==> config.mk <==
export PLATFORM = sky130hd
export DESIGN_NAME = plic_apb_arbiter_flat
export DESIGN_NICKNAME = d
export VERILOG_FILES = /design/src/rtl/plic_apb_arbiter_if.sv /design/src/rtl/plic_apb_arbiter.sv /design/src/flat_wrapper.sv
export SDC_FILE = /design/constraint.sdc
export NUM_CORES = 1
export LEC_CHECK = 0
export BUFFER_PORTS_ARGS = -buffer_cell sky130_fd_sc_hd__buf_4
export CAP_MARGIN = 20
export CORE_UTILIZATION = 45
export CTS_BUF_LIST = sky130_fd_sc_hd__clkbuf_8
export DETAILED_ROUTE_END_ITERATION = 10
export PLACE_DENSITY = 0.81
export SETUP_SLACK_MARGIN = 0.1
export SLEW_MARGIN = 20
export SYNTH_ARGS = -nofsm -noshare
export SYNTH_HDL_FRONTEND = slang
export SYNTH_SLANG_ARGS = --single-unit
==> constraint.sdc <==
create_clock -name clk -period 2.7 [get_ports clk]
set_input_delay 0.405 -clock clk [delete_from_list [all_inputs] [get_ports clk]]
set_output_delay 0.405 -clock clk [all_outputs]
set_load 0.1 [all_outputs]
==> src/rtl/plic_apb_arbiter_if.sv <==
// Bundle of the requester-side and PLIC-side APB signals around plic_apb_arbiter.
// The master modport is the arbiter's view; slave is the environment (requesters plus PLIC).
interface plic_apb_arbiter_if #(
  parameter int NMST = 2
);
  logic [NMST-1:0]      m_psel;
  logic [NMST-1:0]      m_penable;
  logic [NMST-1:0]      m_pwrite;
  logic [NMST*32-1:0]   m_paddr;
  logic [NMST*32-1:0]   m_pwdata;
  logic [NMST-1:0]      m_pready;
  logic [31:0]          m_prdata;
  logic                 m_pslverr;

  logic                 s_psel;
  logic                 s_penable;
  logic                 s_pwrite;
  logic [31:0]          s_paddr;
  logic [31:0]          s_pwdata;
  logic [31:0]          s_prdata;
  logic                 s_pready;
  logic                 s_pslverr;

  modport master (
    input  m_psel, m_penable, m_pwrite, m_paddr, m_pwdata,
    output m_pready, m_prdata, m_pslverr,
    output s_psel, s_penable, s_pwrite, s_paddr, s_pwdata,
    input  s_prdata, s_pready, s_pslverr
  );

  modport slave (
    output m_psel, m_penable, m_pwrite, m_paddr, m_pwdata,
    input  m_pready, m_prdata, m_pslverr,
    input  s_psel, s_penable, s_pwrite, s_paddr, s_pwdata,
    output s_prdata, s_pready, s_pslverr
  );
endinterface

==> src/rtl/plic_apb_arbiter.sv <==
// Round-robin arbiter sharing one PLIC APB slave port between NMST requesters,
// with a per-access timeout that forces an error response if the PLIC hangs.
module plic_apb_arbiter #(
  parameter int NMST    = 2,
  parameter int TIMEOUT = 255
) (
  input  logic                clk,
  input  logic                rstn,
  plic_apb_arbiter_if.master  bus,
  output logic [NMST-1:0]     grant,
  output logic                busy
);

  localparam int IW = (NMST > 1) ? $clog2(NMST) : 1;
  localparam int CW = (TIMEOUT > 0) ? $clog2(TIMEOUT + 1) : 1;
  localparam bit HAS_TMO = (TIMEOUT != 0);
  localparam logic [CW-1:0] TMO_LAST = CW'(TIMEOUT - 1);

  typedef enum logic [1:0] {IDLE, SETUP, ACCESS, DONE} state_t;

  state_t        state;
  logic [IW-1:0] ptr;
  logic [CW-1:0] cnt;

  logic          found;
  logic [IW-1:0] winner;
  logic          sel_write;
  logic [31:0]   sel_addr;
  logic [31:0]   sel_wdata;

  // Transactions are decoded from m_psel alone, so m_penable is deliberately unused.
  logic unused_penable;
  assign unused_penable = ^bus.m_penable;

  // Search order starts just after the last winner, giving strict rotation.
  always_comb begin
    found     = 1'b0;
    winner    = '0;
    sel_write = 1'b0;
    sel_addr  = '0;
    sel_wdata = '0;
    for (int k = 1; k <= NMST; k++) begin
      for (int j = 0; j < NMST; j++) begin
        if (!found && (j == (int'(ptr) + k) % NMST) && bus.m_psel[j]) begin
          found     = 1'b1;
          winner    = IW'(j);
          sel_write = bus.m_pwrite[j];
          sel_addr  = bus.m_paddr[32*j +: 32];
          sel_wdata = bus.m_pwdata[32*j +: 32];
        end
      end
    end
  end

  always_ff @(posedge clk or negedge rstn) begin
    if (!rstn) begin
      state         <= IDLE;
      ptr           <= IW'(NMST - 1);
      cnt           <= '0;
      grant         <= '0;
      busy          <= 1'b0;
      bus.s_psel    <= 1'b0;
      bus.s_penable <= 1'b0;
      bus.s_pwrite  <= 1'b0;
      bus.s_paddr   <= '0;
      bus.s_pwdata  <= '0;
      bus.m_pready  <= '0;
      bus.m_prdata  <= '0;
      bus.m_pslverr <= 1'b0;
    end else begin
      bus.m_pready <= '0;
      case (state)
        IDLE: begin
          if (found) begin
            ptr           <= winner;
            grant         <= NMST'(1) << winner;
            busy          <= 1'b1;
            bus.s_pwrite  <= sel_write;
            bus.s_paddr   <= sel_addr;
            bus.s_pwdata  <= sel_wdata;
            bus.s_psel    <= 1'b1;
            bus.s_penable <= 1'b0;
            state         <= SETUP;
          end
        end
        SETUP: begin
          bus.s_penable <= 1'b1;
          cnt           <= '0;
          state         <= ACCESS;
        end
        ACCESS: begin
          if (bus.s_pready) begin
            bus.m_prdata    <= bus.s_prdata;
            bus.m_pslverr   <= bus.s_pslverr;
            bus.m_pready[ptr] <= 1'b1;
            bus.s_psel      <= 1'b0;
            bus.s_penable   <= 1'b0;
            state           <= DONE;
          end else if (HAS_TMO && (cnt == TMO_LAST)) begin
            bus.m_prdata    <= '0;
            bus.m_pslverr   <= 1'b1;
            bus.m_pready[ptr] <= 1'b1;
            bus.s_psel      <= 1'b0;
            bus.s_penable   <= 1'b0;
            state           <= DONE;
          end else if (cnt != {CW{1'b1}}) begin
            cnt <= cnt + 1'b1;
          end
        end
        DONE: begin
          grant <= '0;
          busy  <= 1'b0;
          state <= IDLE;
        end
        default: state <= IDLE;
      endcase
    end
  end

endmodule

==> src/flat_wrapper.sv <==
// flat-port wrapper written by rule: the top's interface ports become plain ports
module plic_apb_arbiter_flat 
#(
  parameter int NMST    = 2,
  parameter int TIMEOUT = 255
)
  (clk, rstn, grant, busy, bus_m_psel, bus_m_penable, bus_m_pwrite, bus_m_paddr, bus_m_pwdata, bus_m_pready, bus_m_prdata, bus_m_pslverr, bus_s_psel, bus_s_penable, bus_s_pwrite, bus_s_paddr, bus_s_pwdata, bus_s_prdata, bus_s_pready, bus_s_pslverr);
  plic_apb_arbiter_if #(.NMST(NMST)) bus_i ();
  input  logic clk;
  input  logic rstn;
  output logic [NMST-1:0] grant;
  output logic busy;
  input wire logic [$bits(bus_i.m_psel)-1:0] bus_m_psel;
  input wire logic [$bits(bus_i.m_penable)-1:0] bus_m_penable;
  input wire logic [$bits(bus_i.m_pwrite)-1:0] bus_m_pwrite;
  input wire logic [$bits(bus_i.m_paddr)-1:0] bus_m_paddr;
  input wire logic [$bits(bus_i.m_pwdata)-1:0] bus_m_pwdata;
  output wire logic [$bits(bus_i.m_pready)-1:0] bus_m_pready;
  output wire logic [$bits(bus_i.m_prdata)-1:0] bus_m_prdata;
  output wire logic [$bits(bus_i.m_pslverr)-1:0] bus_m_pslverr;
  output wire logic [$bits(bus_i.s_psel)-1:0] bus_s_psel;
  output wire logic [$bits(bus_i.s_penable)-1:0] bus_s_penable;
  output wire logic [$bits(bus_i.s_pwrite)-1:0] bus_s_pwrite;
  output wire logic [$bits(bus_i.s_paddr)-1:0] bus_s_paddr;
  output wire logic [$bits(bus_i.s_pwdata)-1:0] bus_s_pwdata;
  input wire logic [$bits(bus_i.s_prdata)-1:0] bus_s_prdata;
  input wire logic [$bits(bus_i.s_pready)-1:0] bus_s_pready;
  input wire logic [$bits(bus_i.s_pslverr)-1:0] bus_s_pslverr;
  assign bus_i.m_psel = bus_m_psel;
  assign bus_i.m_penable = bus_m_penable;
  assign bus_i.m_pwrite = bus_m_pwrite;
  assign bus_i.m_paddr = bus_m_paddr;
  assign bus_i.m_pwdata = bus_m_pwdata;
  assign bus_m_pready = bus_i.m_pready;
  assign bus_m_prdata = bus_i.m_prdata;
  assign bus_m_pslverr = bus_i.m_pslverr;
  assign bus_s_psel = bus_i.s_psel;
  assign bus_s_penable = bus_i.s_penable;
  assign bus_s_pwrite = bus_i.s_pwrite;
  assign bus_s_paddr = bus_i.s_paddr;
  assign bus_s_pwdata = bus_i.s_pwdata;
  assign bus_i.s_prdata = bus_s_prdata;
  assign bus_i.s_pready = bus_s_pready;
  assign bus_i.s_pslverr = bus_s_pslverr;
  plic_apb_arbiter #(.NMST(NMST), .TIMEOUT(TIMEOUT)) u_core (.clk(clk), .rstn(rstn), .bus(bus_i), .grant(grant), .busy(busy));
endmodule
==> results.json <==
{
  "status": "finished, final reports clean",
  "worstReg2RegEnd": "u_core.cnt[5]",
  "yosys_warnings": 0,
  "post_synth_main_area_contributors": "sky130_fd_sc_hd__dfrtp_1 (58%), sky130_fd_sc_hd__a22o_1 (17%), sky130_fd_sc_hd__a21o_1 (10%)",
  "post_synth_inst_count": 394,
  "cell_family_with_the_largest_share_of_critical_path_delay": "simple AND/OR/NAND/NOR gates",
  "numCtsBuffers": 17,
  "layout.nets": 843,
  "criticalPathCategory": "flop to flop",
  "critical_path.cell_chain": "inv_1, ha_1, nor2b_1, o221ai_2, or3_1, a21oi_1",
  "post_route_cells_drive_above_1_share_pct": 47.64,
  "synth.ff_latch_count": 116,
  "ys_seq_area_share_pct": 58.46,
  "yosys.area.top_type_share_pct": 57.93,
  "tritoncts_num_sinks": 116,
  "yosys-top-cells-count": "sky130_fd_sc_hd__dfrtp_1 (115), sky130_fd_sc_hd__a22o_1 (97), sky130_fd_sc_hd__a21o_1 (66)",
  "post_drt_wl_per_cell_um": 18.12,
  "drv_slew": 0,
  "dieHeight_um": 107.1,
  "critical_path_peak_fanout": 8,
  "worst-endpoint-arrival_ps": 2550,
  "synth.cell_area_mm2": 0.004967,
  "drtIter0Drc": 286,
  "vias_cell": 5.414,
  "setup_viol_count_final": 0,
  "synth-main-ff-cell": "sky130_fd_sc_hd__dfrtp_1",
  "cap_viol_max_count": 0,
  "hpwl_um": 10690,
  "clk_pin_slew_ps": 80,
  "grt_pass1_wl_um": 22280,
  "max_freq_ghz": 0.4517,
  "num_antenna_cells": 0,
  "fin_util_pct": 71.43,
  "clk_latency_ps": 420,
  "dr.pass1.iters": 4,
  "finalCritPeriodShare_pct": 82.00,
  "synthMostInstantiatedCell": "sky130_fd_sc_hd__dfrtp_1",
  "slowest_delay_ps": 540,
  "min_to": "u_core.bus.s_pwdata[20]",
  "die_w_um": 107.1,
  "timing.final.crit_period_ps": 2214,
  "min-delay-start": "bus_m_pwdata[20]",
  "synth.lib_cells_used.distinct": 40,
  "worst_hold_path.num_cells": 2,
  "port_buffers": 272,
  "critical_path.endpoint_type": "flop",
  "grt_use_total_pct": 25.37,
  "synth.largest_area_cell": "sky130_fd_sc_hd__dfrtp_1",
  "synth-edff-count": 0,
  "drtAntennaViolNets": 0,
  "layout-area-overhead-vs-synth_pct": 51.11,
  "synthArstFlopShare_pct": 100.0,
  "syn_avg_cell_area_um2": 12.61,
  "rr_startpoint": "u_core.state[0]",
  "rrSetupSlack_ps": 490,
  "core_area_mm2": 0.01051,
  "rows": 37,
  "cts-root-to-sink-buffers": 2,
  "detailed_route_via_count": 4407,
  "first_global_vias": 4328,
  "hold_class": "input port to flop",
  "initial_utilization_pct": 47.27,
  "worst-slew-pin-transition_ps": 637.8,
  "cp_max_delay_cell": "sky130_fd_sc_hd__nor2b_1",
  "rsz0062_at_grt": "false",
  "rr_worst_depth": 6,
  "grt_start_max_net_pins": 66,
  "cp-start-kind": "flop",
  "hold_slack_ps": 185.5,
  "timing.final.hold_violations": 0,
  "critical_path_required_ps": 3030,
  "detail_route.wirelength_um": 14750,
  "globalplace.congestion": 0.8473,
  "die_area_mm2": 0.01146,
  "num_io_pins": 275,
  "timing.max_slew.rel_slack_pct": 57.39,
  "skew_ps": 11.19,
  "ctsRootBufferMaster": "sky130_fd_sc_hd__clkbuf_8",
  "global_route.overflow_total": 0,
  "critPathBufInv": 1,
  "postSynthNetCount": 572,
  "total_neg_setup_slack_ps": 0,
  "cts.htree.levels": 4,
  "antenna_found_initial": 0,
  "cts_tree": "done",
  "fillerInstances": 781,
  "post-route-drc-count": 0
}
-- layout by cell type (no fill, tap or decap), types with 2 or more instances in the layout --
master	Yosys	final
sky130_fd_sc_hd__buf_4	3	279
sky130_fd_sc_hd__a22o_1	97	97
sky130_fd_sc_hd__o21ai_1	4	3
sky130_fd_sc_hd__clkinv_2	0	3
sky130_fd_sc_hd__inv_2	2	2
sky130_fd_sc_hd__inv_6	0	3
sky130_fd_sc_hd__dfrtp_1	115	115
sky130_fd_sc_hd__or3_1	5	5
sky130_fd_sc_hd__nor2b_1	2	2
sky130_fd_sc_hd__o21ai_0	10	10
sky130_fd_sc_hd__nand2_1	6	6
sky130_fd_sc_hd__a21oi_1	9	9
sky130_fd_sc_hd__clkinvlp_4	0	7
sky130_fd_sc_hd__a21o_1	66	66
sky130_fd_sc_hd__inv_1	6	6
sky130_fd_sc_hd__clkbuf_8	0	17
sky130_fd_sc_hd__ha_1	8	8
sky130_fd_sc_hd__nand3_1	5	5
sky130_fd_sc_hd__nor2_1	7	6
sky130_fd_sc_hd__buf_12	0	2
sky130_fd_sc_hd__and3_1	2	2
-- registers in the layout, indices dropped and copies added, names as in the netlist, 2 cells and up --
register / flops
u_core.bus.m_prdata: 32
u_core.bus.s_paddr: 32
u_core.bus.s_pwdata: 32
u_core.cnt: 8
u_core.bus.m_pready: 2
u_core.grant: 2
u_core.state: 2
-- worst max path at each step --
stage,startpoint,end,slack [ps],depth (start not counted)
6_report,u_core.state[0],u_core.cnt[5],490,6
4_1_cts,u_core.state[0],u_core.cnt[5],480,6
5_1_grt,u_core.state[0],u_core.cnt[3],340,6
3_5_place_dp,u_core.state[0],u_core.cnt[5],490,6
3_3_place_gp,u_core.state[0],u_core.cnt[5],620,6
2_1_floorplan,u_core.state[0],u_core.cnt[6],1000,7
-- routing by layer --
layer	track usage [%]	vias to the layer above	routed length, µm
met5	0	-	0
met4	7.534	0	229
met3	8.632	15	1204
met2	43.69	195	7483
met1	29.92	2153	5829
li1	-	2044	-
-- repair_timing --
item / CTS / global route
hold buffers: 1 / 0
setup buffers: 0 / 0
endpoints found under the hold margin: 34 / 0
resized for setup: 0 / 0
-- logic make-up (layout without fill, tap and decap cells) --
family                   count (synthesis)  count (layout)  share of synthesized area, %
AO/OA/AOI/OAI                          197             197                         31.61
flip-flops                             116             116                         58.46
buffers and inverters                   38             322                         4.005
AND/OR/NAND/NOR                         32              32                         3.275
adder cells (fa/ha/maj)                  8               8                         2.015
multiplexers                             2               2                        0.4534
XOR/XNOR                                 1               1                        0.1764
-- through the flow --
stage / area, µm² / cells / worst slack, ps
floorplan: 4967 / 394 / 1001
global placement: 7129 / 781 / 619.3
detailed placement: 7129 / 781 / 492.1
CTS: 7506 / 814 / 484.5
global route: 7506 / 814 / 342.5
finish: 7506 / 814 / 485.9
-- cell type report --
cell class / count / area (µm²) / share of cell area (%)
clock buffers: 17 / 234.0 / 3.117
clock inverters: 15 / 132.6 / 1.767
inverters: 8 / 30.03 / 0.4001
multi-input cells: 240 / 1891 / 25.19
flip-flops and latches: 116 / 2904 / 38.69
well taps: 136 / 170.2 / 2.267
repair buffers: 282 / 2145 / 28.57
Power is not shown: default switching activity piles up to over one toggle a cycle in this logic, so the estimate is an artifact.
